<file path="config.mk">
export PLATFORM = sky130hd
export DESIGN_NAME = frame_compositor
export DESIGN_NICKNAME = d
export VERILOG_FILES = /design/src/rtl/frame_compositor.sv
export SDC_FILE = /design/constraint.sdc
export NUM_CORES = 1
export LEC_CHECK = 0
export BUFFER_PORTS_ARGS = -buffer_cell sky130_fd_sc_hd__buf_2
export CORE_MARGIN = 2
export CORE_UTILIZATION = 52
export CTS_CLUSTER_SIZE = 20
export DETAILED_ROUTE_END_ITERATION = 16
export PLACE_DENSITY = 0.8
export SYNTH_ARGS = -nofsm -noshare
export SYNTH_HDL_FRONTEND = slang
export SYNTH_SLANG_ARGS = --single-unit
</file>
<file path="constraint.sdc">
create_clock -name Clk -period 2.37 [get_ports Clk]
set_input_delay 0 -clock Clk [delete_from_list [all_inputs] [get_ports Clk]]
set_output_delay 0 -clock Clk [all_outputs]
set_load 0.01 [all_outputs]
</file>
<file path="src/rtl/frame_compositor.sv">
// Final pixel stage: aligns position/flags with late frame-RAM colour, selects sprite/background/sky,
// applies the death-sequence fade and issues dead_reset at the black midpoint.
module frame_compositor #(
    parameter int unsigned BG_LAT      = 1,
    parameter logic [23:0] KEY_COLOR   = 24'h800080,
    parameter int unsigned FADE_FRAMES = 4,
    parameter int unsigned HOLD_FRAMES = 30
) (
    input  logic       Clk,
    input  logic       Reset_n,
    input  logic       frame_clk,
    input  logic [9:0] DrawX,
    input  logic [9:0] DrawY,
    input  logic       blank,
    input  logic       is_BG,
    input  logic       is_mario,
    input  logic [7:0] BG_Red,
    input  logic [7:0] BG_Green,
    input  logic [7:0] BG_Blue,
    input  logic [7:0] Mario_Red,
    input  logic [7:0] Mario_Green,
    input  logic [7:0] Mario_Blue,
    input  logic       dead,
    output logic [7:0] VGA_R,
    output logic [7:0] VGA_G,
    output logic [7:0] VGA_B,
    output logic       pixel_valid,
    output logic       dead_reset,
    output logic       fade_busy
);

    typedef enum logic [1:0] {PLAY, FADE_OUT, HOLD, FADE_IN} state_t;

    // Only DrawX[9:3] feeds the sky gradient; the row and sub-column bits are not needed here.
    logic pos_unused;
    assign pos_unused = ^{DrawY, DrawX[2:0]};

    // Pipe word: {DrawX[9:3], blank, is_BG, is_mario}
    logic [9:0] pipe_q [BG_LAT];

    always_ff @(posedge Clk or negedge Reset_n) begin
        if (!Reset_n) begin
            for (int unsigned i = 0; i < BG_LAT; i++) pipe_q[i] <= '0;
        end else begin
            pipe_q[0] <= {DrawX[9:3], blank, is_BG, is_mario};
            for (int unsigned i = 1; i < BG_LAT; i++) pipe_q[i] <= pipe_q[i-1];
        end
    end

    logic [6:0] a_xhi;
    logic       a_blank, a_bg, a_mario;
    assign {a_xhi, a_blank, a_bg, a_mario} = pipe_q[BG_LAT-1];

    logic   frame_clk_q, tick;
    state_t state_q;
    logic [3:0] fade_lvl_q;
    logic [7:0] cnt_q;
    logic       dead_reset_q, fade_busy_q;

    assign tick = frame_clk & ~frame_clk_q;

    always_ff @(posedge Clk or negedge Reset_n) begin
        if (!Reset_n) begin
            frame_clk_q  <= 1'b0;
            state_q      <= PLAY;
            fade_lvl_q   <= '0;
            cnt_q        <= '0;
            dead_reset_q <= 1'b0;
            fade_busy_q  <= 1'b0;
        end else begin
            frame_clk_q  <= frame_clk;
            dead_reset_q <= 1'b0;
            case (state_q)
                PLAY: begin
                    if (dead) begin
                        state_q     <= FADE_OUT;
                        cnt_q       <= '0;
                        fade_busy_q <= 1'b1;
                    end
                end
                FADE_OUT: begin
                    if (tick) begin
                        if (cnt_q == 8'(FADE_FRAMES - 1)) begin
                            cnt_q      <= '0;
                            fade_lvl_q <= fade_lvl_q + 4'd1;
                            if (fade_lvl_q == 4'd7) state_q <= HOLD;
                        end else begin
                            cnt_q <= cnt_q + 8'd1;
                        end
                    end
                end
                HOLD: begin
                    if (tick) begin
                        if (cnt_q == 8'(HOLD_FRAMES - 1)) begin
                            state_q      <= FADE_IN;
                            cnt_q        <= '0;
                            dead_reset_q <= 1'b1;
                        end else begin
                            cnt_q <= cnt_q + 8'd1;
                        end
                    end
                end
                FADE_IN: begin
                    if (tick) begin
                        if (cnt_q == 8'(FADE_FRAMES - 1)) begin
                            cnt_q      <= '0;
                            fade_lvl_q <= fade_lvl_q - 4'd1;
                            if (fade_lvl_q == 4'd1) begin
                                state_q     <= PLAY;
                                fade_busy_q <= 1'b0;
                            end
                        end else begin
                            cnt_q <= cnt_q + 8'd1;
                        end
                    end
                end
                default: begin
                    state_q     <= PLAY;
                    fade_busy_q <= 1'b0;
                end
            endcase
        end
    end

    logic [23:0] sel_rgb;
    logic [7:0]  sh_r, sh_g, sh_b;

    always_comb begin
        sel_rgb = '0;
        if (!a_blank)
            sel_rgb = '0;
        else if (a_mario && ({Mario_Red, Mario_Green, Mario_Blue} != KEY_COLOR))
            sel_rgb = {Mario_Red, Mario_Green, Mario_Blue};
        else if (a_bg)
            sel_rgb = {BG_Red, BG_Green, BG_Blue};
        else
            sel_rgb = {16'h0000, 8'h7f - {1'b0, a_xhi}};
        sh_r = sel_rgb[23:16] >> fade_lvl_q;
        sh_g = sel_rgb[15:8]  >> fade_lvl_q;
        sh_b = sel_rgb[7:0]   >> fade_lvl_q;
    end

    always_ff @(posedge Clk or negedge Reset_n) begin
        if (!Reset_n) begin
            VGA_R       <= '0;
            VGA_G       <= '0;
            VGA_B       <= '0;
            pixel_valid <= 1'b0;
        end else begin
            VGA_R       <= sh_r;
            VGA_G       <= sh_g;
            VGA_B       <= sh_b;
            pixel_valid <= a_blank;
        end
    end

    assign dead_reset = dead_reset_q;
    assign fade_busy  = fade_busy_q;

endmodule

</file>
==> impl_metrics.py, run 1 <==
metrics = {
    "outcome": {
        "status": "finished, final reports clean",
    },
    "global_routing": {
        "grt_max_degree": 40,
        "grt_pass1_vias": 2909,
        "overflow": 0,
        "grt_pass1_wl_um": 13700,
        "grt_antenna_before_repair": 0,
        "grt_use_total_pct": 26.2,
    },
    "clock_network": {
        "clk_pin_slew_ps": 90,
        "cts-root-buf": "clkbuf_8",
        "htreeDepth": 2,
        "clock-sinks": 52,
        "insertion_delay_ps": 310,
        "cts_tree": "built",
        "clock_path_buffers": 2,
        "post_cts_buffers": 0,
        "numCtsBuffers": 5,
    },
    "setup_path": {
        "crit_path_top_delay_cell": "or4_4",
        "end_kind": "flip-flop",
        "worstPathCellList": "or3_1, or4_4, o21ai_0, a21o_1, nand2b_1, nand2b_1, o21ai_0",
        "cp.required_ps": 2560,
        "crit_family": "simple AND/OR/NAND/NOR gates",
        "crit_path_start_kind": "flip-flop",
        "rr_worst_depth": 7,
        "critical_path_peak_fanout": 8,
        "critPathArrivalTime_ps": 2450,
        "critPathMaxStageDelay_ps": 530,
        "worst-setup-path-type": "reg -> reg",
        "path_depth": 7,
        "timing.critical_path.buf_inv": 0,
    },
    "yosys": {
        "ys_seq_area_share_pct": 40.4,
        "async_flop_share_pct": 100,
        "synth_xor_area_share_pct": 1.36,
        "avgSynthCellArea_um2": 8.95,
        "synth_top_family_by_area": "compound AO/OA/AOI/OAI gates",
        "synth_cell_type_count": 64,
        "synth_compound_area_share_pct": 21.8,
        "synth-simple-area-share_pct": 21.8,
        "dominantRegCellSynth": "dfrtp_1",
        "synth-seq-cells": 52,
        "syn_area_mm2": 0.00322,
        "synthCells": 360,
        "yosys.area_share.adder_pct": 3.88,
        "synth_edf_count": 0,
        "synth_fp_nets": 445,
        "muxShareOfSynthArea_pct": 6.06,
        "yosysWarningCount": 0,
    },
    "die": {
        "fp-row-count": 28,
        "die_h_um": 82.7,
        "io_pins": 102,
        "chipWidth_um": 82.7,
        "initial_core_util_pct": 54.1,
        "die_area_mm2": 0.00684,
        "fp.coreArea_mm2": 0.00596,
    },
    "sta": {
        "final_max_slew_viol_count": 0,
        "worstMarginPinSlew_ps": 558,
        "slew_headroom_pct": 62.8,
        "rsz0062_at_grt": "false",
        "hold-worst-slack_ps": 32.5,
        "fin_skew_ps": 15.2,
        "finalHoldViolations": 0,
        "fin_crit_ps": 2260,
        "fmax_mhz": 442,
        "finalSetupViolations": 0,
        "period_share_pct": 95.4,
        "tns_ps": 0,
    },
    "worst_hold_path": {
        "min_path_type": "in -> reg",
        "hold_depth": 3,
    },
    "route": {
        "dr.pass1.iters": 5,
        "final_antenna_net_count": 0,
        "drc": 0,
        "dr.first_iter.drc_count": 252,
        "via_per_inst": 5.84,
        "post_drt_wl_per_cell_um": 15.8,
        "wl_um": 8450,
        "vias": 3132,
    },
    "placement": {
        "gp_congestion": 0.953,
        "postPlaceCellArea_mm2": 0.00376,
        "place_hpwl_um": 6510,
        "port-buffer-count": 88,
    },
    "final_layout": {
        "drive_above_1_share_pct": 27.8,
        "post-route-cell-area_mm2": 0.00398,
        "diodes": 0,
        "areaGrowthSynthToFinish_pct": 23.5,
        "fin_nets": 545,
    },
    "power": {
        "p_leak_uw": 0.00187,
        "max-vdd-ir-drop_v": 0.000298,
        "power.density_mw_per_mm2": 480,
        "power_uw": 1910,
    },
    "flow_run": {
        "maxCapViolations": 0,
    },
}
[layout make-up]
type,instances,area [um^2]
multi-input combinational,275,1770
tap,75,93.8
fill,516,1980
clock buffer,7,86.3
inverter,10,37.5
clock inverter,1,7.51
timing repair buffer,116,681
sequential,52,1300
[power breakdown]
group	internal, uW	total (uW)	switching [uW]
Clock	238	533	295
Sequential	951	1030	75.8
Combinational	162	351	189
[synthesized netlist by cell type (all sizes together), types with 2 or more instances]
cell type | instances | area [um^2]
a211o | 2 | 17.5
a211oi | 3 | 22.5
a21o | 2 | 15.0
a21oi | 12 | 63.8
a22oi | 3 | 27.5
a2bb2oi | 3 | 26.3
a31oi | 5 | 31.3
a32o | 3 | 30.0
a32oi | 4 | 35.0
and2 | 11 | 68.8
and3 | 6 | 37.5
buf | 10 | 65.1
clkbuf | 13 | 48.8
dfrtp | 52 | 1300
ha | 10 | 125
inv | 10 | 37.5
mux2 | 4 | 45.0
mux2i | 15 | 150
nand2 | 46 | 173
nand2b | 7 | 43.8
nand3 | 8 | 40.0
nand4 | 6 | 37.5
nor2 | 31 | 116
nor2b | 4 | 25.0
nor3 | 8 | 40.0
nor4 | 4 | 31.3
nor4b | 2 | 23.8
o2111ai | 2 | 17.5
o211ai | 8 | 65.1
o21ai | 30 | 150
o221ai | 2 | 23.8
o22ai | 3 | 18.8
o2bb2ai | 2 | 17.5
o31a | 2 | 17.5
o31ai | 5 | 51.3
or2 | 4 | 25.0
or3 | 2 | 12.5
or4 | 2 | 18.8
xnor2 | 2 | 17.5
xor2 | 3 | 26.3
[final timing paths]
| check | startpoint | to | slack, ps |
|---|---|---|---|
| max | cnt_q[5]$_DFFE_PN0P_ | cnt_q[3]$_DFFE_PN0P_ | 110 |
| min | dead | fade_busy$_DFFE_PN0P_ | 30 |
| max reg2reg | cnt_q[5]$_DFFE_PN0P_ | cnt_q[3]$_DFFE_PN0P_ | 110 |
| min reg2reg | cnt_q[7]$_DFFE_PN0P_ | cnt_q[7]$_DFFE_PN0P_ | 490 |
| max in group asynchronous | Reset_n | VGA_G[0]$_DFF_PN0_ | 1500 |
| min in group asynchronous | Reset_n | pipe_q[8]$_DFF_PN0_ | 90 |
[logic make-up (layout without fill, tap and decap cells)]
family,after synthesis,count (layout)
XOR/XNOR,5,5
adder cells (fa/ha/maj),10,10
buffers and inverters,33,134
AO/OA/AOI/OAI,99,99
AND/OR/NAND/NOR,142,142
flip-flops,52,52
multiplexers,19,19
[stage by stage]
stage | util [%] | setup slack, ps | cells
floorplan | - | 313 | 360
global placement | 63.2 | 224 | 516
detailed placement | 63.2 | 141 | 516
CTS | 66.8 | 112 | 536
global route | 66.8 | 28.8 | 536
finish | 66.8 | 110 | 536
[state kept, by name (all words and copies together) (netlist names)]
name and flops:
VGA_R 8, VGA_B 8, dead_reset 1, VGA_G 8
frame_clk_q 1, fade_lvl_q 4, state_q 2, cnt_q 8
pipe_q 10, pixel_valid 1, fade_busy 1
[tightest hold or removal path, cell delays in order]
cell and delay, ps:
buf_2 100, a21oi_1 60, o2bb2ai_1 140
[per-layer routing]
layer,vias to the layer above,part of all wire [%],track usage (%)
li1,1506,-,-
met1,1460,43,36.1
met2,149,48,43.0
met3,17,7.4,3.80
met4,0,1.8,7.54
met5,-,0,0
[layout by cell type, fill, tap and decap left out, types with 5 or more instances in the layout]
| cell | n |
|---|---|
| nand4_1 | 6 |
| mux2i_1 | 15 |
| dfrtp_1 | 52 |
| and3_1 | 6 |
| buf_2 | 88 |
| o21ai_0 | 24 |
| a31oi_1 | 5 |
| nor3_1 | 8 |
| a21oi_1 | 11 |
| nand3_1 | 8 |
| o21ai_1 | 5 |
| o211ai_1 | 7 |
| nand2_1 | 46 |
| inv_1 | 10 |
| buf_4 | 16 |
| clkbuf_8 | 6 |
| dlygate4sd3_1 | 12 |
| and2_1 | 11 |
| ha_1 | 10 |
| nand2b_1 | 7 |
| nor2_1 | 31 |
[timing repair]
item	in CTS	in global routing
hold buffers	12	0
endpoints found under the setup margin	0	2
resized for setup	0	3
endpoints found under the hold margin	25	0
Power figures use the tool's default switching activity.
==> run 2, diff against run 1 <==
==> constraint.sdc (replaced) <==
create_clock -name Clk -period 2.37 [get_ports Clk]
set_input_delay 0.474 -clock Clk [delete_from_list [all_inputs] [get_ports Clk]]
set_output_delay 0.474 -clock Clk [all_outputs]
set_load 0.01 [all_outputs]
==> run 2 against run 1 <==
Net effect:
- non-clock buffer count rose by 17
- critical path depth increased by 1
- maximum frequency is 3.2% lower
- clock power shrank 3.8%
- highest routed layer unchanged
- cell count grew 3.2%
- sequential share of layout area shrank 0.86 points
==> impl_metrics.py, run 2 (same netlist as run 1, synthesis figures left out) <==
metrics = {
    "placement": {
        "port-buffer-count": 88,
        "gp_congestion": 0.971,
        "postPlaceCellArea_mm2": 0.00399,
        "place_hpwl_um": 6800,
    },
    "clock_network": {
        "numCtsBuffers": 5,
        "cts_tree": "built",
        "htreeDepth": 2,
        "clock_path_buffers": 2,
        "clock-sinks": 52,
        "cts-root-buf": "clkbuf_8",
        "clk_pin_slew_ps": 110,
        "insertion_delay_ps": 310,
    },
    "route": {
        "final_antenna_net_count": 0,
        "drc": 0,
        "wl_um": 8830,
        "vias": 3294,
        "via_per_inst": 5.96,
        "post_drt_wl_per_cell_um": 16.0,
        "dr.first_iter.drc_count": 294,
        "dr.pass1.iters": 5,
    },
    "die": {
        "fp.coreArea_mm2": 0.00596,
        "die_area_mm2": 0.00684,
        "fp-row-count": 28,
        "initial_core_util_pct": 54.1,
        "io_pins": 102,
        "die_h_um": 82.7,
        "chipWidth_um": 82.7,
    },
    "power": {
        "power.density_mw_per_mm2": 470,
        "max-vdd-ir-drop_v": 0.000383,
        "p_switching_uw": 582,
        "power_frac_clock_pct": 26.7,
        "combPwrFrac_pct": 19.9,
        "power_uw": 1920,
        "seq_power_share_pct": 53.4,
        "p_leak_uw": 0.00197,
        "p_int_uw": 1340,
        "netSwitchingFraction_pct": 30.3,
    },
    "final_layout": {
        "drive_above_1_share_pct": 33.1,
        "largest-register": "pipe_q",
        "largest_register_ffs": 10,
        "areaGrowthSynthToFinish_pct": 26.9,
        "fillers": 490,
        "post-route-cell-area_mm2": 0.00409,
        "fin_nets": 562,
        "mostFrequentLayoutCell": "buf_2",
        "diodes": 0,
        "final_cell_mix": "88 x buf_2, 52 x dfrtp_1, 46 x nand2_1",
    },
    "sta": {
        "period_share_pct": 98.5,
        "worstMarginPinSlew_ps": 553,
        "fin_skew_ps": 15.8,
        "rsz0062_at_grt": "true",
        "finalHoldViolations": 0,
        "tns_ps": 0,
        "fmax_mhz": 428,
        "fin_crit_ps": 2340,
        "slew_headroom_pct": 63.2,
        "finalSetupViolations": 0,
        "final_max_slew_viol_count": 0,
    },
    "setup_path": {
        "end_kind": "flip-flop",
        "crit_path_start_kind": "primary input",
        "critical_path_peak_fanout": 5,
        "worst-setup-path-type": "in -> reg",
        "critPathArrivalTime_ps": 2540,
        "cp.required_ps": 2580,
    },
    "global_routing": {
        "grt_pass1_wl_um": 14100,
        "grt_pass1_vias": 2989,
        "overflow": 0,
        "grt_max_degree": 32,
        "grt_antenna_before_repair": 0,
        "grt_use_total_pct": 26.7,
    },
    "outcome": {
        "status": "finished, final reports clean",
    },
    "worst_hold_path": {
        "min_path_type": "in -> async",
    },
    "flow_run": {
        "maxCapViolations": 0,
    },
}
-- run 2: power by group through the flow --
| stage | Clock, uW | Combinational (uW) | Sequential [uW] |
|---|---|---|---|
| after CTS | 528 | 375 | 1020 |
| after floorplan | 0 | 193 | 1020 |
| after global routing | 564 | 422 | 1040 |
| after global placement | 0 | 354 | 1040 |
| after detailed placement | 0 | 371 | 1040 |
| final | 513 | 382 | 1030 |
-- run 2: layout make-up --
class | count | area (um^2) | share of cell area (%)
Multi-Input combinational cell | 275 | 1770 | 43.4
Sequential cell | 52 | 1300 | 31.8
Timing Repair Buffer | 133 | 795 | 19.4
Tap cell | 75 | 93.8 | 2.30
Clock buffer | 5 | 68.8 | 1.68
Inverter | 10 | 37.5 | 0.918
Clock inverter | 3 | 18.8 | 0.459
-- run 2: path summary, 6_finish.rpt --
path                       slack [ps]  cells past startpoint                  from                endpoint
max in group asynchronous        1700                      2               Reset_n      VGA_G[4]$_DFF_PN0_
min in group Clk                  260                      1              DrawX[4]     pipe_q[4]$_DFF_PN0_
setup / recovery                   30                      8          Mario_Red[3]      VGA_G[0]$_DFF_PN0_
hold / removal                    120                      1               Reset_n     pipe_q[4]$_DFF_PN0_
hold reg to reg                   480                      1  cnt_q[7]$_DFFE_PN0P_    cnt_q[7]$_DFFE_PN0P_
setup reg to reg                  140                      5  cnt_q[5]$_DFFE_PN0P_  state_q[1]$_DFFE_PN0P_
-- run 2: per-layer routing --
metal	vias to the layer above	global-route usage (%)	routed length [um]
met3	16	3.70	795
li1	1539	-	-
met4	0	8.20	131
met2	214	41.7	4210
met5	-	0	0
met1	1525	38.5	3700
-- run 2: critical path, stage by stage --
cell	delay, ps
buf_2	110
nor4_1	340
nand2_1	200
o31ai_4	400
mux2i_1	350
o221a_2	290
o32ai_1	90
a211o_1	280
-- run 2: stage by stage --
step	worst slack, ps	cells	hold slack (ps)	utilization [%]
floorplan	135	360	178	-
global placement	-225	544	459	66.9
detailed placement	-307	544	467	66.9
CTS	12.2	552	136	68.4
global route	-39.1	553	150	68.6
finish	34.5	553	119	68.6
-- run 2: timing repair --
item	4_1_cts	5_1_grt
setup buffers	0	1
endpoints found under the hold margin	0	0
hold buffers	0	0
setup endpoints to repair	0	10
gates resized for setup	0	4
==> run 3, diff against run 2 <==
--- a/config.mk
+++ b/config.mk
@@ -7,10 +7,11 @@
 export LEC_CHECK = 0
 export BUFFER_PORTS_ARGS = -buffer_cell sky130_fd_sc_hd__buf_2
 export CORE_MARGIN = 2
-export CORE_UTILIZATION = 52
+export CORE_UTILIZATION = 30
 export CTS_CLUSTER_SIZE = 20
 export DETAILED_ROUTE_END_ITERATION = 16
-export PLACE_DENSITY = 0.8
+export HOLD_SLACK_MARGIN = 0.05
+export PLACE_DENSITY = 0.51
 export SYNTH_ARGS = -nofsm -noshare
 export SYNTH_HDL_FRONTEND = slang
 export SYNTH_SLANG_ARGS = --single-unit
==> run 3 against run 2 <==
Net effect:
- design area is 2.3% higher
- flip-flop and latch count unchanged
- critical path depth increased by 1
- clock power increased by 4%
- cell count rose by 12%
- via count down 4.6%
- power is essentially flat
- worst setup slack better by 33 ps
- critical path type unchanged
==> impl_metrics.py, run 3 (same netlist as run 1, synthesis figures left out) <==
metrics = {
    "route": {
        "drc": 0,
        "dr.first_iter.drc_count": 164,
        "via_per_inst": 5.10,
        "post_drt_wl_per_cell_um": 15.6,
        "vias": 3144,
        "drt-met1-wl_um": 4280,
        "wl_um": 9640,
        "highest_layer": "met4",
        "routed-wl-met3_um": 544,
        "final_antenna_net_count": 0,
        "dr_wl_met2_um": 4720,
        "dr.pass1.iters": 4,
    },
    "final_layout": {
        "post-route-cell-area_mm2": 0.00418,
        "final_cell_mix": "88 x buf_2, 52 x dfrtp_1, 47 x buf_4",
        "largest_register_ffs": 10,
        "fillers": 1058,
        "fin_nets": 565,
        "mostFrequentLayoutCell": "buf_2",
        "diodes": 0,
        "largest-register": "pipe_q",
        "areaGrowthSynthToFinish_pct": 29.8,
        "drive_above_1_share_pct": 33.7,
        "fin_cells": 617,
    },
    "setup_path": {
        "rr_worst_depth": 5,
        "critPathMaxStageDelay_ps": 400,
        "critPathArrivalTime_ps": 2500,
        "crit_path_start_kind": "primary input",
        "worst-setup-path-type": "in -> reg",
        "cp.required_ps": 2570,
        "worstPathCellList": "buf_2, nor4_1, nand2_1, o31ai_4, mux2i_1, buf_4, o221a_2, o32ai_1, a211o_1",
        "end_kind": "flip-flop",
        "critical_path_peak_fanout": 4,
        "crit_path_top_delay_cell": "o31ai_4",
    },
    "die": {
        "io_pins": 102,
        "die_area_mm2": 0.0116,
        "die_h_um": 108,
        "chipWidth_um": 108,
        "fp.coreArea_mm2": 0.0104,
        "fp-row-count": 37,
        "initial_core_util_pct": 31.1,
    },
    "clock_network": {
        "clock-sinks": 52,
        "post_cts_resized": 0,
        "htreeDepth": 2,
        "cts_tree": "built",
        "cts-root-buf": "clkbuf_8",
        "clock_path_buffers": 2,
        "post_cts_buffers": 0,
        "clk_pin_slew_ps": 110,
        "insertion_delay_ps": 310,
        "cts-hold-fix-buffers": 0,
        "numCtsBuffers": 5,
    },
    "sta": {
        "slew_headroom_pct": 53.4,
        "period_share_pct": 97.2,
        "tns_ps": 0,
        "final_max_slew_viol_count": 0,
        "worstMarginPinSlew_ps": 699,
        "fmax_mhz": 434,
        "finalSetupViolations": 0,
        "fin_skew_ps": 17.0,
        "finalHoldViolations": 0,
        "fin_crit_ps": 2300,
    },
    "placement": {
        "place_hpwl_um": 7320,
        "place_inst": 609,
        "postPlaceCellArea_mm2": 0.00408,
        "gp_congestion": 0.882,
        "port-buffer-count": 88,
    },
    "global_routing": {
        "grt_max_degree": 53,
        "grt_antenna_before_repair": 0,
        "overflow": 0,
        "grt_use_total_pct": 16.6,
        "grt_pass1_wl_um": 15400,
        "grt_pass1_vias": 3088,
    },
    "flow_run": {
        "maxCapViolations": 0,
    },
    "worst_hold_path": {
        "min_path_type": "in -> reg",
        "hold_depth": 1,
    },
    "power": {
        "p_leak_uw": 0.00197,
        "max-vdd-ir-drop_v": 0.000252,
        "power.density_mw_per_mm2": 459,
    },
    "outcome": {
        "status": "finished, final reports clean",
    },
}
-- run 3: changes by cell type in the layout (fill, tap and decap cells not counted), sizes merged --
cell    delta
clkinv     -2
inv        +1
clkbuf     +1
buf        +3
-- run 3: path summary, 6_finish.rpt --
kind                                 startpoint  slack (ps)                endpoint
setup / recovery                  Mario_Blue[3]          70      VGA_G[0]$_DFF_PN0_
hold / removal                         is_mario         250     pipe_q[0]$_DFF_PN0_
setup reg to reg           cnt_q[5]$_DFFE_PN0P_         190  state_q[1]$_DFFE_PN0P_
hold reg to reg            cnt_q[7]$_DFFE_PN0P_         480    cnt_q[7]$_DFFE_PN0P_
max in group asynchronous               Reset_n        1620     pipe_q[1]$_DFF_PN0_
min in group asynchronous               Reset_n         280      VGA_G[1]$_DFF_PN0_
-- run 3: worst max-delay path: cells and delay by family --
kind,cells,cell delay (ps)
compound gates,4,980
buf+inv,2,270
mux,1,270
simple gates,2,500
-- run 3: final cells by class --
| class | count | area (um^2) | area share [%] |
|---|---|---|---|
| Multi-Input combinational cell | 275 | 1780 | 42.6 |
| Sequential cell | 52 | 1300 | 31.1 |
| Timing Repair Buffer | 136 | 805 | 19.2 |
| Tap cell | 136 | 170 | 4.07 |
| Clock buffer | 6 | 72.6 | 1.73 |
| Inverter | 10 | 37.5 | 0.897 |
| Clock inverter | 2 | 13.8 | 0.329 |
-- run 3: where the power goes --
part | internal [uW] | leakage [uW] | total [uW] | switching [uW]
logic | 178 | 0.00127 | 368 | 190
registers | 951 | 0.000661 | 1020 | 71.8
clock network | 212 | 0.0000456 | 532 | 320
total | 1340 | 0.00197 | 1920 | 581
-- run 3: metrics by stage --
step	setup WS [ps]	hold WS [ps]	util (%)	total power, uW
after floorplan	135	178	-	1210
after global placement	-257	463	39.3	1400
after detailed placement	-251	479	39.3	1410
after CTS	77.9	258	40.2	1940
after global routing	-2.89	253	40.3	2050
final	67.1	254	40.3	1920
-- run 3: routing by layer --
layer	vias to the layer above	global-route usage [%]
met4	0	3.94
met3	9	2.85
met2	84	28.3
met1	1503	22.0
li1	1548	-
met5	-	0
